===== src/rtl/pdm_decimator.sv =====
// PDM microphone front end: generates micClk, samples the 1-bit stream and
// decimates it through a 3rd-order CIC into signed PCM with a valid pulse.
module pdm_decimator #(
   parameter int HALF_PER   = 25,
   parameter int DECIM_LOG2 = 6,
   parameter int OUT_W      = 16
) (
   input  logic                    clk,
   input  logic                    reset_L,
   input  logic                    enable,
   input  logic                    micData,
   output logic                    micClk,
   output logic                    sample_valid,
   output logic signed [OUT_W-1:0] sample,
   output logic                    running
);
   localparam int ACC_W = 3*DECIM_LOG2 + 2;
   localparam int SHIFT = 3*DECIM_LOG2 - (OUT_W - 1);
   localparam int DIV_W = $clog2(HALF_PER + 1);
   localparam logic [DIV_W-1:0]        DIV_LAST = DIV_W'(HALF_PER - 1);
   localparam logic signed [ACC_W-1:0] SAT_MAX  = ACC_W'((2**(OUT_W-1)) - 1);
   localparam logic signed [ACC_W-1:0] SAT_MIN  = ~SAT_MAX;

   typedef enum logic [1:0] {
      S_IDLE   = 2'd0,
      S_WARMUP = 2'd1,
      S_RUN    = 2'd2
   } state_t;

   function automatic logic signed [OUT_W-1:0] scale_sat(input logic signed [ACC_W-1:0] v);
      logic signed [ACC_W-1:0] sh;
      sh = v >>> SHIFT;
      if (sh > SAT_MAX) begin
         scale_sat = SAT_MAX[OUT_W-1:0];
      end else if (sh < SAT_MIN) begin
         scale_sat = SAT_MIN[OUT_W-1:0];
      end else begin
         scale_sat = sh[OUT_W-1:0];
      end
   endfunction

   state_t                  state_q, state_d;
   logic                    mic_s1_q, mic_s2_q;
   logic [DIV_W-1:0]        div_q, div_d;
   logic                    mic_clk_q, mic_clk_d;
   logic [DECIM_LOG2-1:0]   bit_cnt_q, bit_cnt_d;
   logic [1:0]              wup_q, wup_d;
   logic signed [ACC_W-1:0] i1_q, i1_d, i2_q, i2_d, i3_q, i3_d;
   logic signed [ACC_W-1:0] dl1_q, dl1_d, dl2_q, dl2_d, dl3_q, dl3_d;
   logic                    comb_pend_q, comb_pend_d, pres_pend_q, pres_pend_d;
   logic signed [OUT_W-1:0] sample_q, sample_d;
   logic                    valid_q, valid_d, running_q, running_d;

   logic                    active_s, tick_s, dec_s;
   logic signed [ACC_W-1:0] x_s, c1_s, c2_s, c3_s;

   assign active_s = (state_q != S_IDLE);
   // A bit is consumed on the last clk of the high phase, just before micClk falls.
   assign tick_s   = active_s && (div_q == DIV_LAST) && mic_clk_q;
   assign dec_s    = tick_s && (bit_cnt_q == {DECIM_LOG2{1'b1}});
   assign x_s      = mic_s2_q ? {{(ACC_W-1){1'b0}}, 1'b1} : {ACC_W{1'b1}};
   assign c1_s     = i3_q - dl1_q;
   assign c2_s     = c1_s - dl2_q;
   assign c3_s     = c2_s - dl3_q;

   assign micClk       = mic_clk_q;
   assign sample_valid = valid_q;
   assign sample       = sample_q;
   assign running      = running_q;

   // Capture FSM next-state logic.
   always_comb begin
      state_d = state_q;
      case (state_q)
         S_IDLE: begin
            if (enable) state_d = S_WARMUP;
            else        state_d = S_IDLE;
         end
         S_WARMUP: begin
            if (!enable)                        state_d = S_IDLE;
            else if (dec_s && (wup_q == 2'd2))  state_d = S_RUN;
            else                                state_d = S_WARMUP;
         end
         S_RUN: begin
            if (!enable) state_d = S_IDLE;
            else         state_d = S_RUN;
         end
         default: state_d = S_IDLE;
      endcase
   end

   // Divider, CIC integrators/combs and output register next values.
   always_comb begin
      div_d       = div_q;
      mic_clk_d   = mic_clk_q;
      bit_cnt_d   = bit_cnt_q;
      wup_d       = wup_q;
      i1_d        = i1_q;
      i2_d        = i2_q;
      i3_d        = i3_q;
      dl1_d       = dl1_q;
      dl2_d       = dl2_q;
      dl3_d       = dl3_q;
      comb_pend_d = 1'b0;
      pres_pend_d = 1'b0;
      sample_d    = sample_q;
      valid_d     = 1'b0;
      running_d   = (state_d == S_RUN);

      if (active_s && (div_q == DIV_LAST)) begin
         div_d     = '0;
         mic_clk_d = ~mic_clk_q;
      end else if (active_s) begin
         div_d = div_q + DIV_W'(1);
      end else begin
         div_d = div_q;
      end

      // Pipelined cascade: each stage accumulates its predecessor's old value.
      if (tick_s) begin
         i1_d      = i1_q + x_s;
         i2_d      = i2_q + i1_q;
         i3_d      = i3_q + i2_q;
         bit_cnt_d = bit_cnt_q + DECIM_LOG2'(1);
      end else begin
         bit_cnt_d = bit_cnt_q;
      end

      if (dec_s) begin
         comb_pend_d = 1'b1;
         pres_pend_d = (state_q == S_RUN);
         wup_d       = (state_q == S_WARMUP) ? (wup_q + 2'd1) : wup_q;
      end else begin
         comb_pend_d = 1'b0;
      end

      // Comb runs one clk after the event, still valid in the first IDLE clk.
      if (comb_pend_q) begin
         dl1_d   = i3_q;
         dl2_d   = c1_s;
         dl3_d   = c2_s;
         valid_d = pres_pend_q;
         if (pres_pend_q) sample_d = scale_sat(c3_s);
         else             sample_d = sample_q;
      end else begin
         valid_d = 1'b0;
      end

      if (state_d == S_IDLE) begin
         div_d     = '0;
         mic_clk_d = 1'b0;
      end else begin
         mic_clk_d = mic_clk_d;
      end

      if (state_q == S_IDLE) begin
         bit_cnt_d = '0;
         wup_d     = '0;
         i1_d      = '0;
         i2_d      = '0;
         i3_d      = '0;
         dl1_d     = '0;
         dl2_d     = '0;
         dl3_d     = '0;
      end else begin
         wup_d = wup_d;
      end
   end

   // micData synchroniser.
   always_ff @(posedge clk or negedge reset_L) begin
      if (!reset_L) begin
         mic_s1_q <= 1'b0;
         mic_s2_q <= 1'b0;
      end else begin
         mic_s1_q <= micData;
         mic_s2_q <= mic_s1_q;
      end
   end

   // State, datapath and output registers.
   always_ff @(posedge clk or negedge reset_L) begin
      if (!reset_L) begin
         state_q     <= S_IDLE;
         div_q       <= '0;
         mic_clk_q   <= 1'b0;
         bit_cnt_q   <= '0;
         wup_q       <= '0;
         i1_q        <= '0;
         i2_q        <= '0;
         i3_q        <= '0;
         dl1_q       <= '0;
         dl2_q       <= '0;
         dl3_q       <= '0;
         comb_pend_q <= 1'b0;
         pres_pend_q <= 1'b0;
         sample_q    <= '0;
         valid_q     <= 1'b0;
         running_q   <= 1'b0;
      end else begin
         state_q     <= state_d;
         div_q       <= div_d;
         mic_clk_q   <= mic_clk_d;
         bit_cnt_q   <= bit_cnt_d;
         wup_q       <= wup_d;
         i1_q        <= i1_d;
         i2_q        <= i2_d;
         i3_q        <= i3_d;
         dl1_q       <= dl1_d;
         dl2_q       <= dl2_d;
         dl3_q       <= dl3_d;
         comb_pend_q <= comb_pend_d;
         pres_pend_q <= pres_pend_d;
         sample_q    <= sample_d;
         valid_q     <= valid_d;
         running_q   <= running_d;
      end
   end
endmodule


===== config.mk =====
export PLATFORM = sky130hd
export DESIGN_NAME = pdm_decimator
export DESIGN_NICKNAME = d
export VERILOG_FILES = /design/src/rtl/pdm_decimator.sv
export SDC_FILE = /design/constraint.sdc
export NUM_CORES = 1
export LEC_CHECK = 0
export ABC_AREA = 1
export CAP_MARGIN = 5
export CORE_AREA = 3 3 200 202
export CTS_CLUSTER_DIAMETER = 120
export DETAILED_ROUTE_END_ITERATION = 6
export DIE_AREA = 0 0 203 205
export SYNTH_ARGS = -nofsm -noshare
export SYNTH_HDL_FRONTEND = slang
export SYNTH_SLANG_ARGS = --single-unit

===== constraint.sdc =====
create_clock -name clk -period 5.6 [get_ports clk]
set_input_delay 1.68 -clock clk [delete_from_list [all_inputs] [get_ports clk]]
set_output_delay 1.68 -clock clk [all_outputs]
set_load 0.02 [all_outputs]

# After elaboration in Yosys (flattened, before gate mapping)
# Index checks and enable logic that the tools add are counted.
# W data, S select, Z words.
dict set report totals {
  reg_bits 158
  input_bits 4
  output_inout_bits 19
  word_cells 84
}
dict set report op_classes {
  add_sub_neg 9
  order_cmp 2
  n_eq_ne 6
  n_mux 33
  bitwise_logic 1
  n_reduce_logical 15
}
# operator n
set ops {}
lappend ops {{$mux W20} 13}
lappend ops {{$add A20 B20 Y20} 3}
lappend ops {{$sub A20 B20 Y20} 3}
lappend ops {{$mux W16} 2}
lappend ops {{$gt A17 B16 Y1 const B} 1}
lappend ops {{$lt A17 B16 Y1 const B} 1}
lappend ops {{$mux W5} 3}
lappend ops {{$mux W2} 6}
lappend ops {{$mux W6} 2}
lappend ops {{$reduce_bool A2 Y1} 6}
lappend ops {{$add A6 B1 Y6 const B} 1}
lappend ops {{$eq A2 B2 Y1 const B} 3}
lappend ops {{$eq A6 B6 Y1 const B} 1}
lappend ops {{$mux W1} 6}
lappend ops {{$pmux W2 S3} 1}
lappend ops {{$add A5 B1 Y5 const B} 1}
lappend ops {{$eq A5 B5 Y1 const B} 1}
lappend ops {{$logic_and A1 B1 Y1} 4}
lappend ops {{$logic_not A2 Y1} 2}
lappend ops {{$reduce_and A2 Y1} 2}
lappend ops {{$reduce_bool A3 Y1} 1}
lappend ops {{$add A2 B1 Y2 const B} 1}
lappend ops {{$eq A2 B1 Y1 const B} 1}
lappend ops {{$not A1 Y1} 1}

# Depth between registers and ports, before layout
# Gate-level depths: netlist (run 1).
dict set report logic_depth {
  ltp_word 10
  mapped_depth 33
  mapped_depth_nobuf 32
}

# Worst setup path after synthesis (run 1)
# No wires, ideal clock.
dict set report synth_path {
  path_type {flip-flop to flip-flop}
  startpoint {register i3_q[3]}
  endpoint {register sample_q[5], in the netlist sample[5]}
  setup_time_ps 125
  arrival_ps 4652
  t_required_ps 5475
  path_slack_ps 823
  path_stages_with_launch 31
  path_buffers 1
  period_less_slack_ps 4777
  path_cell_list {dfrtp_1 > ha_1 > a21oi_1 > o21ai_0 > nand2_1 > o211ai_1 > a31oi_1 > o21ai_0 > a21boi_0 > inv_1 > or2_2 > and2_1 > ha_1 > nand2_1 > nor4_1 > nand2_1 > nand2_1 > xor2_1 > inv_1 > ha_1 > nand2_1 > nor2_1 > nand2_1 > inv_1 > nand4_1 > o211ai_1 > xor2_1 > nand2_1 > nand2_4 > buf_6 > a21oi_4}
}
dict set report synth_between {
  elab_chain_cells 6
}
# item line
set synth_rtl {}
lappend synth_rtl {{from (decl)} 48} ;# logic signed [ACC_W-1:0] i1_q, i1_d, i2_q, i2_d, i3_q, i3_d;
lappend synth_rtl {{from (signal assigned)} 208} ;# i3_q <= i3_d;
lappend synth_rtl {{$sub A20 B20 Y20 (*)} 62} ;# assign c1_s = i3_q - dl1_q;
lappend synth_rtl {{$sub A20 B20 Y20 (*)} 63} ;# assign c2_s = c1_s - dl2_q;
lappend synth_rtl {{$sub A20 B20 Y20 (*)} 64} ;# assign c3_s = c2_s - dl3_q;
lappend synth_rtl {{$lt A17 B16 Y1} 35} ;# end else if (sh < SAT_MIN) begin
lappend synth_rtl {{$mux W16} 35}
lappend synth_rtl {{$mux W16 (*)} 33} ;# if (sh > SAT_MAX) begin
lappend synth_rtl {{to (signal assigned)} 214} ;# sample_q <= sample_d;
lappend synth_rtl {{to (decl)} 51} ;# logic signed [OUT_W-1:0] sample_q, sample_d;
# Every way passes the cells marked *; elsewhere a longest branch is shown, timed or not.
# A chain may end at the register's enable or synchronous reset.

# Worst setup path in the final report (run 1)
dict set report layout_path {
  startpoint {register i3_q[0]}
  endpoint {register sample_q[0], in the netlist sample[0]}
}
# Same word-level chain as after synthesis.

==> results of run 1 <==
final cells by class:
class / count / area [um^2]
clock inverters: 14 / 169
multi-input cells: 1137 / 6980
repair buffers: 34 / 324
inverters: 165 / 619
clock buffers: 18 / 439
well taps: 518 / 648
fillers: 4019 / 25300
flip-flops and latches: 158 / 3960
metrics by stage:
stage                     setup TNS, ns  utilization, %
after CTS                             0            33.5
after detailed placement              0            31.9
after global placement                0            31.9
after floorplan                       0               -
after global routing             -0.779            34.1
final                                 0            34.1
metal layers:
metal	up-vias	part of all wire, %	routed length [um]
met5	-	0	0
met2	136	49	14200
met3	42	2.1	618
li1	5101	-	-
met4	0	2.4	705
met1	4684	46	13300
worst max-delay path: cells and delay by family, from the launching register on:
kind / cells / cell delay, ns
compound gates: 9 / 1.57
flops: 1 / 0.36
simple gates: 11 / 1.40
fa+ha+maj: 4 / 1.32
xor+xnor: 1 / 0.18
buf+inv: 3 / 0.27
placed cells by master, fill, tap and decap left out, types with 6 or more instances in the layout:
cell	netlist	layout
nand3_2	7	6
a21o_1	8	8
nor4_1	7	6
o21ai_0	145	143
o21bai_1	9	9
nor2_1	85	83
clkbuf_16	0	17
xor2_1	50	48
nand4_1	16	16
o211ai_1	9	9
a21oi_2	10	17
nand2_2	4	8
nor3_1	10	8
a21oi_1	141	134
dfrtp_1	158	155
xnor2_1	23	23
o21ai_1	18	17
nand2_1	335	331
nand3_1	62	61
ha_1	116	107
inv_1	158	157
buf_4	0	11
clkdlybuf4s50_1	0	21
o22ai_1	9	9
o31ai_1	18	18
power groups by stage:
| stage | clock network [mW] | logic [mW] | registers [mW] |
|---|---|---|---|
| global route | 1.31 | 2.50 | 1.18 |
| floorplan | 0 | 1.62 | 1.19 |
| CTS | 1.26 | 1.97 | 1.18 |
| global placement | 0 | 1.95 | 1.20 |
| finish | 1.23 | 2.21 | 1.18 |
| detailed placement | 0 | 1.97 | 1.20 |
path summary, 6_finish.rpt:
| kind | from | to | slack, ns | depth (start not counted) |
|---|---|---|---|---|
| setup / recovery | i3_q[0] | sample[0] | 0.42 | 28 |
| hold / removal | mic_s1_q | mic_s2_q | 0.35 | 0 |
| setup reg to reg | i3_q[0] | sample[0] | 0.42 | 28 |
| max in group asynchronous | reset_L | i1_q[17] | 3.44 | 2 |
| hold reg to reg | mic_s1_q | mic_s2_q | 0.35 | 0 |
| min in group asynchronous | reset_L | dl3_q[3] | 1.21 | 1 |
sequential cells by signal, indices dropped and copies added (netlist names):
name / cells
dl3_q: 20
i1_q: 20
wup_q: 2
dl1_q: 20
i2_q: 20
pres_pend_q: 1
dl2_q: 20
mic_s2_q: 1
sample: 16
i3_q: 20
running: 1
div_q: 5
state_q: 2
micClk: 1
bit_cnt_q: 6
comb_pend_q: 1
mic_s1_q: 1
sample_valid: 1
kinds of logic (layout without fill, tap and decap cells):
group,count (synthesis),in the layout,synth area share [%]
simple gates,548,549,20.4
xor+xnor,73,73,5.58
flops,158,158,34.5
compound gates,394,394,19.5
fa+ha+maj,121,121,13.5
buf+inv,196,231,6.55
repair_timing:
| item | 4_1_cts | 5_1_grt |
|---|---|---|
| setup endpoints to repair | 0 | 16 |
| gates resized for setup | 0 | 40 |
| buffers inserted | 0 | 5 |
==> flow_summary.yaml, run 1 <==
yosys:
  async_reset_ff_share_pct: 100
  ys_seq_area_share_pct: 34.5
  avgSynthCellArea_um2: 7.70
  synth-main-ff-cell: "dfrtp_1"
  synth_area_leaders: "dfrtp_1 (34%), ha_1 (13%), nand2_1 (11%), o21ai_0 (6.3%), a21oi_1 (6.2%)"
  synth_edf_count: 0
  synth_top_area_share_pct: 34.5
  synth_cell_types: 47
  yosysWarnings: 0
  syn_area_um2: 11500
  post-synth-top-count-cell: "nand2_1"
  yosys_register_bits: 158
  yosys.area.top_type: "dfrtp_1"
  synthCells: 1490
  syn_nets: 1615
  synth_common_cells: "nand2_1 (335), dfrtp_1 (158), inv_1 (158), o21ai_0 (145), a21oi_1 (141)"
cts:
  holdBufCountCts: 0
  cts_sinks: 158
  cts_buffers: 17
  cts_htree_levels: 4
  cts_tree: "done"
  insertion_delay_ns: 0.44
  clock_path_buffers: 2
  clk_pin_slew_worst_paths_ns: 0.07
  root_buffer: "clkbuf_16"
global_route:
  busiest_layer: "met2"
  grt_overflow: 0
  first_global_vias: 9911
  grt_pass1_wl_mm: 48.3
  use_met3_pct: 2.40
  grt_util_met2_pct: 25.0
  grt_max_degree: 100
  grt_usage_pct: 14.0
  grt_util_met1_pct: 17.2
  antenna_found_initial: 0
sta:
  max_slew_margin_pct: 25.8
  setup-violations-final: 0
  drv_slew: 0
  period_minus_slack_ns: 5.18
  clock_skew_ns: 0.0157
  hold_slack_ns: 0.351
  finalCritPeriodShare_pct: 92.5
  hold_violations: 0
  fin_ws_ns: 0.422
  worstMarginPinSlew_ns: 1.11
  max_freq_mhz: 193
setup_path:
  worstPathArrival_ns: 5.54
  cpMostUsedCell: "inv_1"
  crit_path_max_fanout: 15
  cp_slowest_cell: "fa_1"
  crit_required_ns: 5.96
  setup.worst_path.start_class: "register"
  critPathMaxStageDelay_ns: 0.42
  path_class: "register to register"
  crit_path_end_kind: "register"
layout:
  instances_no_fill: 2044
  diodes: 0
  final_area_um2: 13100
  area_delta_synth_final_pct: 14.5
  drive_gt1_share_pct: 7.99
  fin_nets: 1638
min_path:
  holdCritPathClass: "register to register"
routing:
  drt_iter0_drc: 508
  drtPass1Iterations: 5
  drc: 0
  ant_nets: 0
  via_per_inst: 4.87
  wire_per_inst_um: 14.1
  vias: 9963
  routed_wl_mm: 28.9
placed_design:
  dp_hpwl_mm: 21.1
  gp_congestion: 0.872
  dpl_worst_slack_ns: 0.217
  placed_cells: 2006
  portBuffers: 22
  dpl_cell_area_um2: 12300
pwr:
  p_clk_share_pct: 26.6
  p_total_mw: 4.62
  p_sw_share_pct: 42.6
  powerDensity_nw_per_um2: 352
  ir_drop_mv: 0.248
  p_switching_mw: 1.97
  combPwrFrac_pct: 47.8
  internal_power_mw: 2.65
  pwr-share-seq_pct: 25.5
  leakage_nw: 6.16
die:
  boundaryPins: 23
  core_um2: 38500
  fp.dieH_um: 205
  start_util_pct: 29.8
  num_rows: 72
  die_area_um2: 41600
  dieWidth_um: 203
outcome:
  status: "complete, no violations"
flow_run:
  drv_cap: 0
No activity file was read; power rests on OpenSTA's default activity.
==> run 2, diff against run 1 <==
--- a/config.mk
+++ b/config.mk
@@ -11,6 +11,7 @@
 export CTS_CLUSTER_DIAMETER = 120
 export DETAILED_ROUTE_END_ITERATION = 6
 export DIE_AREA = 0 0 203 205
+export GPL_ROUTABILITY_DRIVEN = 0
 export SYNTH_ARGS = -nofsm -noshare
 export SYNTH_HDL_FRONTEND = slang
 export SYNTH_SLANG_ARGS = --single-unit
==> flow_summary.yaml, run 2 (same netlist as run 1, synthesis figures left out) <==
outcome:
  status: "complete, no violations"
global_route:
  first_global_vias: 9818
  grt_util_met1_pct: 17.6
  busiest_layer: "met2"
  use_met3_pct: 2.22
  grt_max_degree: 104
  grt_util_met2_pct: 24.2
  grt_usage_pct: 13.9
  antenna_found_initial: 0
  grt_overflow: 0
  grt_pass1_wl_mm: 47.8
placed_design:
  placed_cells: 2007
  portBuffers: 22
  dpl_worst_slack_ns: 0.0484
  dp_hpwl_mm: 20.7
cts:
  clk_pin_slew_worst_paths_ns: 0.07
  clock_path_buffers: 2
  insertion_delay_ns: 0.44
  cts_htree_levels: 4
  root_buffer: "clkbuf_16"
  cts_tree: "done"
  cts_sinks: 158
  cts_buffers: 17
die:
  boundaryPins: 23
  num_rows: 72
  core_um2: 38500
  die_area_um2: 41600
  dieWidth_um: 203
  fp.dieH_um: 205
  start_util_pct: 29.8
routing:
  drtPass1Iterations: 5
  via_per_inst: 4.92
  routed_wl_mm: 28.5
  drc: 0
  drt_iter0_drc: 487
  ant_nets: 0
  wire_per_inst_um: 13.9
  vias: 10000
sta:
  hold_violations: 0
  hold_slack_ns: 0.347
  worstMarginPinSlew_ns: 1.04
  drv_slew: 0
  setup-violations-final: 0
  setup_tns_ns: 0
  max_freq_mhz: 193
  fin_ws_ns: 0.415
  period_minus_slack_ns: 5.19
  max_slew_margin_pct: 30.5
  finalCritPeriodShare_pct: 92.6
  clock_skew_ns: 0.00928
layout:
  instances_no_fill: 2041
  layout_commonest_cell: "nand2_1"
  fin_nets: 1636
  area_delta_synth_final_pct: 14.0
  drive_gt1_share_pct: 7.49
  diodes: 0
  final_cell_mix: "nand2_1 (329), dfrtp_1 (157), inv_1 (156), o21ai_0 (143), a21oi_1 (136)"
setup_path:
  worstPathArrival_ns: 5.55
  setup.worst_path.start_class: "register"
  path_class: "register to register"
  critPathTopFamily: "simple AND/OR/NAND/NOR gates"
  cp_slowest_cell: "dfrtp_2"
  crit_required_ns: 5.97
  r2r_end: "sample[11]"
  cp_num_buf_inv: 2
  r2r.worst_path.cells: 28
  critPathMaxStageDelay_ns: 0.45
  cpMostUsedCell: "nand2_1"
  rrSetupSlack_ns: 0.41
  r2r_start: "i3_q[3]"
  crit_path_end_kind: "register"
  crit_path_max_fanout: 15
flow_run:
  drv_cap: 0
min_path:
  holdCritPathClass: "register to register"
  hold_path_depth: 0
  min_to: "mic_s2_q"
  hp-start: "mic_s1_q"
pwr:
  powerDensity_nw_per_um2: 343
  leakage_nw: 6.13
  p_total_mw: 4.48
  ir_drop_mv: 0.245
==> run 2: changes by cell type in the layout (fill, tap and decap cells not counted), sizes merged <==
| cell | previous run | this run |
|---|---|---|
| clkinvlp | 3 | 5 |
| inv | 169 | 163 |
| clkinv | 5 | 7 |
| buf | 13 | 12 |
| clkbuf | 18 | 19 |
| nand3 | 71 | 70 |
==> run 2: timing repair <==
| action | 4_1_cts | 5_1_grt |
|---|---|---|
| buffers inserted | 0 | 3 |
| hold buffers | 0 | 0 |
| gates resized for setup | 0 | 34 |
| setup endpoints to repair | 0 | 16 |
==> run 2: worst max path at each step <==
stage,slack (ns),start,endpoint,depth (start not counted)
final,0.41,i3_q[3],sample[11],28
after global routing,-0.06,i3_q[3],sample[0],28
after floorplan,0.82,i3_q[3],sample[5],30
after global placement,0.11,i3_q[3],sample[0],28
after CTS,0.02,i3_q[3],sample[0],28
after detailed placement,0.05,i3_q[3],sample[1],28
==> run 2: stage by stage <==
stage          cell area (um^2)  utilization (%)
2_1_floorplan             11500                -
3_3_place_gp              12300             31.9
3_5_place_dp              12300             31.9
4_1_cts                   12900             33.4
5_1_grt                   13100             34.0
6_report                  13100             34.0
==> run 2: layer usage <==
| layer | part of all wire [%] | routed length [um] | vias to the layer above |
|---|---|---|---|
| li1 | - | - | 5084 |
| met1 | 46 | 13200 | 4749 |
| met2 | 48 | 13700 | 166 |
| met3 | 3.1 | 878 | 41 |
| met4 | 2.4 | 688 | 0 |
| met5 | 0 | 0 | - |
==> run 2: power by group <==
group          switching, mW  internal (mW)
combinational           1.34          0.769
sequential            0.0201           1.16
clock                  0.508          0.680
==> run 2: cell type report <==
class / count / area (um^2)
clock buffer: 19 / 453
tap: 518 / 648
inverter: 165 / 619
multi-input combinational: 1136 / 6950
sequential: 158 / 3960
timing repair buffer: 33 / 304
clock inverter: 12 / 138
fill: 4026 / 25400
==> RTL edit 1: new RTL, flow settings as in run 2 <==
Register the inputs `enable` and `micData` before use, without a reset. The logic sees them one clock later.
--- a/src/rtl/pdm_decimator.sv
+++ b/src/rtl/pdm_decimator.sv
@@ -27,6 +27,14 @@
       S_RUN    = 2'd2
    } state_t;
 
+   logic enable_q;
+   logic micData_q;
+
+   always_ff @(posedge clk) begin
+      enable_q  <= enable;
+      micData_q <= micData;
+   end
+
    function automatic logic signed [OUT_W-1:0] scale_sat(input logic signed [ACC_W-1:0] v);
       logic signed [ACC_W-1:0] sh;
       sh = v >>> SHIFT;
@@ -73,16 +81,16 @@
       state_d = state_q;
       case (state_q)
          S_IDLE: begin
-            if (enable) state_d = S_WARMUP;
+            if (enable_q) state_d = S_WARMUP;
             else        state_d = S_IDLE;
          end
          S_WARMUP: begin
-            if (!enable)                        state_d = S_IDLE;
+            if (!enable_q)                        state_d = S_IDLE;
             else if (dec_s && (wup_q == 2'd2))  state_d = S_RUN;
             else                                state_d = S_WARMUP;
          end
          S_RUN: begin
-            if (!enable) state_d = S_IDLE;
+            if (!enable_q) state_d = S_IDLE;
             else         state_d = S_RUN;
          end
          default: state_d = S_IDLE;
@@ -173,7 +181,7 @@
          mic_s1_q <= 1'b0;
          mic_s2_q <= 1'b0;
       end else begin
-         mic_s1_q <= micData;
+         mic_s1_q <= micData_q;
          mic_s2_q <= mic_s1_q;
       end
    end
Function: same outputs for any inputs over 10 cycles, from zero or initial values and one cycle with reset_L low; that may be too few to reach the edited logic, so the function may still have changed.
==> RTL edit 1 against run 2 <==
Wire length grew 0.84%; sequential cell count is 2 higher; critical endpoint unchanged; sequential share of layout area rose by 0.21 points; count of clock-buffer cells in the layout increased by 1; global-route usage hardly changed; design area rose by 0.29%; synthesized area is 1.1% higher; worst setup slack got worse by 0.060 ns; via count increased by 0.51%.
Power is not compared: it rests on default switching activity, and its combinational part moved more than twofold at a synthesized area within 25%.
==> RTL edit 1: results (changes against run 2) <==
Yosys
  • Xor and xnor area share after synthesis: 5.52% (-0.058 points)
  • Number of distinct library cell variants in the gate-level netlist after synthesis: 53 (+13%)
  • Synth area leaders: sky130_fd_sc_hd__dfrtp_1, sky130_fd_sc_hd__nand2_1, sky130_fd_sc_hd__ha_1, sky130_fd_sc_hd__o21ai_0, sky130_fd_sc_hd__a21oi_1
  • Compound-cell area share of the yosys netlist: 18.1% (-1.4 points)
  • Fraction of the mapped netlist area in adder cells: 13.4% (-0.14 points)
  • Instance count of the mapped netlist: 1,526 (+2.4%)
  • Async set-or-reset flop fraction in the synthesized netlist: 98.8% (-1.2 points)

Cells and area
  • Share of post-route cells with drive strength above 1: 6.49% (-1.0 points)
  • Layout fillers: 4,008 (-0.45%)
  • Nets: 1,669 (+2.0%)

Critical path
  • Data arrival time of the worst path: 5.57 ns (+0.02 ns)
  • Reg2reg path depth: 32 (+14%)
  • Launching point of the worst reg2reg path: i3_q[4]
  • Biggest cell delay along the critical path: 0.43 ns (-0.02 ns)
  • Maximum fanout count along the critical path: 8 (-7)
  • Slowest cell on crit path: sky130_fd_sc_hd__dfrtp_1
  • Worst setup slack for register-to-register paths: 0.35 ns (-0.06 ns)
  • Crit. Startpoint: i3_q[4]

Global routing
  • Vias in the first global route: 9,767 (-0.52%)
  • Maximum number of pins on one net before global-route repair: 103 (-0.96%)
  • Global-route wire length before repair: 47,600 microns (-0.43%)
  • Routing usage on met2: 24.4% (+0.19 points)
  • GR Util met3: 2.49% (+0.27 points)
  • Met1 Usage GRT: 17.4% (-0.19 points)
  • Total global routing track utilization: 13.9% (about the same)

Routing
  • DRC marker count from the first detailed-route iteration: 580 (+19%)
  • Routed wl met2: 13,800 microns (+0.47%)
  • Via total after detailed routing: 10,091 (+0.51%)
  • Vias per inst: 4.86 (-1.1%)
  • DRT met1 WL: 13,400 microns (+1.7%)
  • Total routed wirelength: 28,700 microns (+0.84%)

Place
  • Placement Setup Slack: 0.0944 ns (+0.0460 ns)
  • DPL Wire Length: 20,600 microns (-0.46%)
  • # placed instances: 2,040 (+1.6%)

STA
  • Least setup slack across all paths after layout: 0.355 ns (-0.0598 ns)
  • Hold WS: 0.332 ns (-0.0150 ns)
  • Layout Skew: 0.0144 ns (+0.00511 ns)
  • Slew Limit Headroom: 27.4% (-3.2 points)

Outcome
  • Status: complete, no violations

Worst hold path
  • Launch point of the worst hold path: micData_q

Power
  • Overall Power: 2.56 mW
## RTL edit 1: cell count changes in the layout (fill, tap and decap cells not counted), moves of 6 or more
cell	before	now
sky130_fd_sc_hd__nor2_1	82	65
sky130_fd_sc_hd__o21ai_0	143	151
sky130_fd_sc_hd__nand2_1	329	395
sky130_fd_sc_hd__inv_1	156	169
sky130_fd_sc_hd__buf_4	11	5
sky130_fd_sc_hd__or2_2	5	11
sky130_fd_sc_hd__o21ai_1	19	5
sky130_fd_sc_hd__a21oi_2	15	7
## RTL edit 1: area by class of cell
type / instances / share of cell area, %
clock buffer: 20 / 3.48
clock inverter: 12 / 1.01
inverter: 178 / 5.10
multi-input combinational: 1159 / 52.9
sequential: 160 / 30.5
tap: 518 / 4.94
timing repair buffer: 28 / 2.13
## RTL edit 1: repair_timing
action                                 4_1_cts  5_1_grt
hold buffers                                 0        0
buffers inserted                             0        1
gates resized for setup                      0       26
setup endpoints to repair                    0       16
endpoints found under the hold margin        0        0
==> RTL edit 2: new RTL, settings of run 2 <==
Without the edit above. Set the parameter `HALF_PER` to 50 (it was 25).
--- a/src/rtl/pdm_decimator.sv
+++ b/src/rtl/pdm_decimator.sv
@@ -1,7 +1,7 @@
 // PDM microphone front end: generates micClk, samples the 1-bit stream and
 // decimates it through a 3rd-order CIC into signed PCM with a valid pulse.
 module pdm_decimator #(
-   parameter int HALF_PER   = 25,
+   parameter int HALF_PER   = 50,
    parameter int DECIM_LOG2 = 6,
    parameter int OUT_W      = 16
 ) (
Formal check against the unedited RTL: same outputs for any inputs over 10 cycles, from zero or initial values and one cycle with reset_L low; that may be too few to reach the edited logic, so the function may still have changed.
==> RTL edit 2 against run 2 <==
Sequential cell count rose by 1; largest cell class unchanged; hold slack about the same; worst setup slack got worse by 0.13 ns; design area increased by 0.36%; highest routed layer unchanged; core utilization up 0.12 points; clock skew up 0.0044 ns; wire length decreased by 0.28%; synthesized area rose by 0.29%.
Power is not compared: it rests on default switching activity, and its combinational part moved more than twofold at a synthesized area within 25%.
==> RTL edit 2: results (changes against run 2) <==
Global routing
  • Global-route wire length before repair: 48,100 microns (+0.53%)
  • Total global routing track utilization: 13.9% (about the same)
  • Vias in the first global route: 9,893 (+0.76%)
  • Maximum number of pins on one net before global-route repair: 81 (-22%)
  • GR Util met3: 2.21% (-0.016 points)
  • Met1 Usage GRT: 17.7% (+0.12 points)

Routing
  • DRC marker count from the first detailed-route iteration: 576 (+18%)
  • DRT met1 WL: 13,300 microns (+1.3%)
  • Total routed wirelength: 28,400 microns (-0.28%)

Critical path
  • Maximum fanout count along the critical path: 8 (-7)
  • Reg2reg path depth: 31 (+11%)
  • Launching point of the worst reg2reg path: i3_q[1]

STA
  • Slew Limit Headroom: 30.5% (about the same)
  • Post-route minimum period: 5.31 ns (+0.128 ns)
  • Hold WS: 0.347 ns (+0.000375 ns)

Cells and area
  • Post-route non-filler standard cell count: 2,045 (+0.20%)
  • Layout fillers: 4,033 (+0.17%)
  • Proportion of cell area occupied by multi-input gates: 52.7% (-0.54 points)
  • Non-CTS inverters: 171 (+3.6%)
  • Signal buffers: 40 (+21%)
  • Proportion of cell area spent on the clock network: 4.44% (-0.074 points)
  • Layout multi-input combinational cell count: 1,126 (-0.88%)
  • Final Util: 34.1% (+0.12 points)
  • Nets: 1,640 (+0.24%)
  • Register area: 3980 sq um (+0.63%)

Yosys
  • Number of distinct library cell variants in the gate-level netlist after synthesis: 52 (+11%)
  • Multiplexer share of the synthesized area: 0.174% (+0.17 points)
  • Xor and xnor area share after synthesis: 5.64% (+0.060 points)
  • Commonest cells in the synthesized netlist: sky130_fd_sc_hd__nand2_1, sky130_fd_sc_hd__inv_1, sky130_fd_sc_hd__dfrtp_1, sky130_fd_sc_hd__o21ai_0, sky130_fd_sc_hd__a21oi_1
  • Fraction of the mapped netlist area in adder cells: 13.5% (-0.040 points)
  • Synth area leaders: sky130_fd_sc_hd__dfrtp_1, sky130_fd_sc_hd__ha_1, sky130_fd_sc_hd__nand2_1, sky130_fd_sc_hd__o21ai_0, sky130_fd_sc_hd__a21oi_1

Place
  • DPL Wire Length: 20,900 microns (+0.95%)
  • Area after detailed placement: 12,300 sq um (+0.53%)

CTS
  • # Post-CTS Setup Buffers: 2 (+2)

Outcome
  • Status: complete, no violations
## RTL edit 2: cell types whose count changed in the layout (fill, tap and decap cells not counted), moves of 7 or more
cell,run 2,this run
sky130_fd_sc_hd__nand2_1,329,316
sky130_fd_sc_hd__o21ai_1,19,4
sky130_fd_sc_hd__o21ai_0,143,152
sky130_fd_sc_hd__xor2_1,49,41
sky130_fd_sc_hd__inv_1,156,167
sky130_fd_sc_hd__xnor2_1,23,30
sky130_fd_sc_hd__buf_4,11,18
## RTL edit 2: critical path, delay by kind of cell, from the launching register on
| kind | cells | cell delay (ns) |
|---|---|---|
| adders and majority gates | 3 | 0.98 |
| AOI/OAI and AO/OA | 10 | 1.56 |
| DFF | 1 | 0.46 |
| and+or+nand+nor | 12 | 1.31 |
| xor gates and xnor gates | 2 | 0.34 |
| buffers and inverters | 4 | 0.54 |
